**src/rtl/vga_pixel_iterator_if.sv**
```systemverilog
`timescale 1ns/100ps
`default_nettype none
// ============================================================================
//  Module   : vga_pixel_iterator_if
//  Purpose  : Raster position, sync and strobe bundle from the VGA iterator.
//  Revision : 1.0  initial release
// ============================================================================
interface vga_pixel_iterator_if;
    logic [9:0] pix_x;
    logic [8:0] pix_y;
    logic       h_sync;
    logic       v_sync;
    logic       draw_active;
    logic       screen_end;
    logic       draw_end;

    modport master (
        output pix_x, pix_y, h_sync, v_sync, draw_active, screen_end, draw_end
    );

    modport slave (
        input  pix_x, pix_y, h_sync, v_sync, draw_active, screen_end, draw_end
    );
endinterface
`default_nettype wire

```
**src/rtl/vga_pixel_iterator.sv**
```systemverilog
`timescale 1ns/100ps
`default_nettype none
// ============================================================================
//  Module   : vga_pixel_iterator
//  Purpose  : 640x480@60 raster counter advanced by pix_clk rising edges,
//             decoding pixel coordinate, active-low syncs and frame strobes.
//  Revision : 1.0  initial release
// ============================================================================
module vga_pixel_iterator #(
    parameter int H_ACTIVE = 640,
    parameter int H_FP     = 16,
    parameter int H_SYNC   = 96,
    parameter int H_BP     = 48,
    parameter int V_ACTIVE = 480,
    parameter int V_FP     = 10,
    parameter int V_SYNC   = 2,
    parameter int V_BP     = 33
) (
    input  wire                   clk,
    input  wire                   rst,
    input  wire                   pix_clk,
    vga_pixel_iterator_if.master  vga
);

    localparam int c_H_TOTAL  = H_ACTIVE + H_FP + H_SYNC + H_BP;
    localparam int c_V_TOTAL  = V_ACTIVE + V_FP + V_SYNC + V_BP;
    localparam int c_HS_START = H_ACTIVE + H_FP;
    localparam int c_HS_END   = H_ACTIVE + H_FP + H_SYNC;
    localparam int c_VS_START = V_ACTIVE + V_FP;
    localparam int c_VS_END   = V_ACTIVE + V_FP + V_SYNC;

    logic       r_pix_clk_q;
    logic       r_run;
    logic [9:0] r_h_cnt;
    logic [9:0] r_v_cnt;

    int         w_h_pos;
    int         w_v_pos;
    logic       w_tick;
    logic       w_h_last;
    logic       w_v_last;
    logic       w_draw;

    assign w_h_pos  = int'(r_h_cnt);
    assign w_v_pos  = int'(r_v_cnt);

    // r_run blocks the first cycle after reset so a pix_clk that is already
    // high at release is captured by r_pix_clk_q instead of ticking.
    assign w_tick   = r_run & pix_clk & ~r_pix_clk_q;
    assign w_h_last = (w_h_pos == c_H_TOTAL - 1);
    assign w_v_last = (w_v_pos == c_V_TOTAL - 1);

    always_ff @(posedge clk or negedge rst) begin
        if (!rst) begin
            r_pix_clk_q <= 1'b0;
            r_run       <= 1'b0;
            r_h_cnt     <= '0;
            r_v_cnt     <= '0;
        end else begin
            r_pix_clk_q <= pix_clk;
            r_run       <= 1'b1;
            if (w_tick) begin
                if (w_h_last) begin
                    r_h_cnt <= '0;
                    r_v_cnt <= w_v_last ? 10'd0 : r_v_cnt + 10'd1;
                end else begin
                    r_h_cnt <= r_h_cnt + 10'd1;
                end
            end
        end
    end

    assign w_draw          = rst && (w_h_pos < H_ACTIVE) && (w_v_pos < V_ACTIVE);

    assign vga.draw_active = w_draw;
    assign vga.pix_x       = w_draw ? r_h_cnt : 10'd0;
    assign vga.pix_y       = w_draw ? r_v_cnt[8:0] : 9'd0;
    assign vga.h_sync      = !((w_h_pos >= c_HS_START) && (w_h_pos < c_HS_END));
    assign vga.v_sync      = !((w_v_pos >= c_VS_START) && (w_v_pos < c_VS_END));
    assign vga.draw_end    = w_tick && (w_h_pos == H_ACTIVE - 1) && (w_v_pos == V_ACTIVE - 1);
    assign vga.screen_end  = w_tick && w_h_last && w_v_last;

endmodule
`default_nettype wire

```
**src/flat_wrapper.sv**
```systemverilog
// flat-port wrapper written by rule: the top's interface ports become plain ports
module vga_pixel_iterator_flat 
#(
    parameter int H_ACTIVE = 640,
    parameter int H_FP     = 16,
    parameter int H_SYNC   = 96,
    parameter int H_BP     = 48,
    parameter int V_ACTIVE = 480,
    parameter int V_FP     = 10,
    parameter int V_SYNC   = 2,
    parameter int V_BP     = 33
)
  (clk, rst, pix_clk, vga_pix_x, vga_pix_y, vga_h_sync, vga_v_sync, vga_draw_active, vga_screen_end, vga_draw_end);
  vga_pixel_iterator_if vga_i ();
  input  wire clk;
  input  wire rst;
  input  wire pix_clk;
  output wire logic [$bits(vga_i.pix_x)-1:0] vga_pix_x;
  output wire logic [$bits(vga_i.pix_y)-1:0] vga_pix_y;
  output wire logic [$bits(vga_i.h_sync)-1:0] vga_h_sync;
  output wire logic [$bits(vga_i.v_sync)-1:0] vga_v_sync;
  output wire logic [$bits(vga_i.draw_active)-1:0] vga_draw_active;
  output wire logic [$bits(vga_i.screen_end)-1:0] vga_screen_end;
  output wire logic [$bits(vga_i.draw_end)-1:0] vga_draw_end;
  assign vga_pix_x = vga_i.pix_x;
  assign vga_pix_y = vga_i.pix_y;
  assign vga_h_sync = vga_i.h_sync;
  assign vga_v_sync = vga_i.v_sync;
  assign vga_draw_active = vga_i.draw_active;
  assign vga_screen_end = vga_i.screen_end;
  assign vga_draw_end = vga_i.draw_end;
  vga_pixel_iterator #(.H_ACTIVE(H_ACTIVE), .H_FP(H_FP), .H_SYNC(H_SYNC), .H_BP(H_BP), .V_ACTIVE(V_ACTIVE), .V_FP(V_FP), .V_SYNC(V_SYNC), .V_BP(V_BP)) u_core (.clk(clk), .rst(rst), .pix_clk(pix_clk), .vga(vga_i));
endmodule
```
**config.mk**
```make
export PLATFORM = sky130hd
export DESIGN_NAME = vga_pixel_iterator_flat
export DESIGN_NICKNAME = d
export VERILOG_FILES = /design/src/rtl/vga_pixel_iterator_if.sv /design/src/rtl/vga_pixel_iterator.sv /design/src/flat_wrapper.sv
export SDC_FILE = /design/constraint.sdc
export NUM_CORES = 1
export LEC_CHECK = 0
export ABC_AREA = 1
export CORE_MARGIN = 10
export CORE_UTILIZATION = 25
export CTS_BUF_LIST = sky130_fd_sc_hd__clkbuf_8 sky130_fd_sc_hd__clkbuf_16
export CTS_CLUSTER_DIAMETER = 120
export DETAILED_ROUTE_END_ITERATION = 10
export HOLD_SLACK_MARGIN = 0.05
export PLACE_DENSITY = 0.51
export SETUP_SLACK_MARGIN = 0.5
export SYNTH_ARGS = -nofsm -noshare
export SYNTH_HDL_FRONTEND = slang
export SYNTH_SLANG_ARGS = --single-unit
```
**constraint.sdc**
```tcl
create_clock -name clk -period 1.25 [get_ports clk]
set_clock_uncertainty 0.05 [all_clocks]
set_input_delay 0.125 -clock clk [delete_from_list [all_inputs] [get_ports clk]]
set_output_delay 0.125 -clock clk [all_outputs]
set_load 0.02 [all_outputs]
```
==> impl_metrics.py <==
metrics = {
    "power": {
        "total_power_w": 0.00293,
        "max-vdd-ir-drop_v": 0.000560,
        "leakage_nw": 1.42,
        "p_per_area_nw_per_um2": 957,
    },
    "global_route": {
        "grt_pass1_wl_mm": 8.41,
        "met2_usage_pct": 17.3,
        "gr-usage-met1_pct": 13.2,
        "grt.busiest_layer": "met2",
        "grt_pass1_vias": 1719,
        "met3_usage_pct": 1.78,
        "overflow": 0,
        "grt_max_degree": 23,
        "gr-usage-all-layers_pct": 10.5,
        "antenna_found_initial": 0,
    },
    "die": {
        "initial_utilization_pct": 25.5,
        "dieArea_um2": 9490,
        "die_w_um": 97.4,
        "die_h_um": 97.4,
        "boundaryPins": 27,
        "rows": 28,
        "coreArea_um2": 5890,
    },
    "place": {
        "portBuffers": 26,
        "dp_hpwl_mm": 3.46,
        "gp_congestion": 0.787,
        "dp_cells": 361,
        "post-place-ws_ps": -786,
    },
    "detailed_routing": {
        "first_pass_iters": 4,
        "via_per_inst": 4.37,
        "detail-route-antenna-nets": 0,
        "vias": 1700,
        "drtIter0Drc": 63,
        "postRouteWirelength_mm": 5.27,
        "wl_per_cell_um": 13.5,
        "drc": 0,
    },
    "yosys": {
        "ys_ff_latch": 22,
        "syn_area_um2": 1500,
        "syn-num-nets": 208,
        "synthFlopType": "dfrtp_1",
        "syn_avg_cell_area_um2": 7.46,
        "yosysWarningCount": 0,
        "synth_cells": 201,
        "async_flop_share_pct": 100,
        "synth_edf_count": 0,
        "synth_cell_types": 29,
        "ys_seq_area_share_pct": 36.7,
    },
    "worst_hold_path": {
        "min_path_cells": 1,
        "min_from": "pix_clk",
        "min_to": "u_core.r_pix_clk_q$_DFF_PN0_",
        "worstHoldPathType": "in -> reg",
    },
    "final_layout": {
        "final_cell_mix": "buf_4 (67), buf_6 (39), nor2_4 (31)",
        "final_common_cell": "buf_4",
        "fillers": 553,
        "drive_gt1_share_pct": 64.0,
        "nNetsFinal": 323,
        "area_delta_synth_final_pct": 104,
        "seqCellArea_um2": 552,
        "finalNonFillerCells": 389,
        "multi_input_area_um2": 1150,
        "antennaDiodeCount": 0,
        "utilization_pct": 51.9,
    },
    "setup_path": {
        "critPathRequiredTime_ps": 1080,
        "crit_type": "reg -> out",
        "r2r_cells": 10,
        "critPathBufInv": 3,
        "end_kind": "output pin",
        "startpoint_type": "flop",
        "r2r_slack_ps": -300,
        "cp.arrival_ps": 1590,
        "crit-reg2reg-capture": "u_core.r_h_cnt[1]$_DFFE_PN0P_",
        "path_cells": "nand2_2 -> nand3_2 -> nor3_4 -> buf_4 -> inv_6 -> nor2_4 -> buf_6",
        "critPathTopFamily": "simple AND/OR/NAND/NOR gates",
        "rr_startpoint": "u_core.r_h_cnt[9]$_DFFE_PN0P_",
        "cp_max_fo": 5,
        "crit_slowest_cell": "dfrtp_1",
        "slowest_delay_ps": 430,
    },
    "run_status": {
        "violations": "negative setup slack",
        "outcome": "finished with violations",
    },
    "clock_tree": {
        "clockBufferDepth": 2,
        "cts_hold_buf": 0,
        "htreeDepth": 1,
        "numCtsBuffers": 3,
        "clkLatencyLatePin_ps": 260,
        "clkSlewWorstSetupHoldPaths_ps": 80,
        "tritoncts": "built",
        "clock-sinks": 22,
        "cts_root_buffer": "clkbuf_8",
    },
    "sta": {
        "rsz0062_at_grt": "yes",
        "fin_crit_sh_pct": 141,
        "finalHoldViolations": 0,
        "setup_viol": 41,
        "final_max_slew_viol_count": 0,
        "min_period_ps": 1760,
        "timing.hold.ws_ps": 156,
        "fmax_mhz": 567,
        "worst_slack_ps": -513,
    },
    "job": {
        "drv_cap": 0,
    },
}
power by group:
part           leakage, nW  switching [W]  total (W)  internal [W]
registers            0.247       0.000103   0.000911      0.000808
logic                 1.16       0.000781    0.00155      0.000773
clock network       0.0216       0.000246   0.000461      0.000216
total                 1.42        0.00113    0.00293       0.00180
layer usage:
layer,vias up,wire (µm)
met5,-,0
met4,0,59
met3,4,170
met2,18,2650
met1,812,2390
li1,866,-
layout make-up:
type | instances | share of cell area [%]
well taps | 75 | 3.07
repair buffers | 111 | 33.5
inverters | 31 | 5.40
flip-flops and latches | 22 | 18.1
repair inverters | 3 | 1.11
clock buffers | 3 | 1.35
multi-input cells | 144 | 37.5
how the worst max path moves through the flow:
stage                             startpoint           end  slack [ps]  depth (start not counted)
2_1_floorplan  u_core.r_v_cnt[7]$_DFFE_PN0P_  vga_pix_x[0]        -230                          6
3_3_place_gp                             rst  vga_pix_y[8]        -750                          6
3_5_place_dp                             rst  vga_pix_y[4]        -790                          6
4_1_cts        u_core.r_h_cnt[8]$_DFFE_PN0P_  vga_pix_y[1]        -540                          6
5_1_grt        u_core.r_h_cnt[9]$_DFFE_PN0P_  vga_pix_y[2]        -600                          6
6_report       u_core.r_h_cnt[9]$_DFFE_PN0P_  vga_pix_x[1]        -510                          7
synthesized netlist by cell type, types with 2 or more instances:
| library cell | n | area, µm² |
|---|---|---|
| a21oi_1 | 2 | 10.0 |
| buf_2 | 2 | 10.0 |
| dfrtp_1 | 22 | 551 |
| ha_1 | 4 | 50.1 |
| inv_1 | 27 | 101 |
| nand2_1 | 41 | 154 |
| nand3_1 | 21 | 105 |
| nand3b_1 | 2 | 15.0 |
| nand4_1 | 7 | 43.8 |
| nor2_1 | 25 | 93.8 |
| nor2_2 | 10 | 62.6 |
| nor2_4 | 4 | 45.0 |
| o21ai_0 | 10 | 50.1 |
| o21ai_1 | 2 | 10.0 |
| o21ai_2 | 4 | 35.0 |
| xor2_1 | 5 | 43.8 |
timing repair:
action | in CTS | in global routing
gates cloned | 3 | 1
pin swaps | 16 | 10
endpoints found under the hold margin | 0 | 0
buffers inserted | 11 | 10
endpoints found under the setup margin | 44 | 44
resized for setup | 191 | 39
sequential cells by signal, summed over array words and instances, names as in the netlist:
signal,count
u_core.r_h_cnt,10
u_core.r_run,1
u_core.r_pix_clk_q,1
u_core.r_v_cnt,10
stage by stage:
stage | cell area [µm²] | setup TNS (ps)
after global routing | 3060 | -18430
after CTS | 2830 | -15290
after global placement | 2430 | -21920
final | 3060 | -15520
after floorplan | 1650 | -5140
after detailed placement | 2430 | -22780
cells by family after synthesis:
logic type / count (synthesis) / synth area share (%)
and+or+nand+nor: 116 / 39.0
buffers and inverters: 35 / 10.8
DFF: 22 / 36.7
AOI/OAI and AO/OA: 18 / 7.01
xor gates and xnor gates: 5 / 2.92
adders and majority gates: 4 / 3.34
other: 1 / 0.250
No activity file was read; power rests on OpenSTA's default activity.
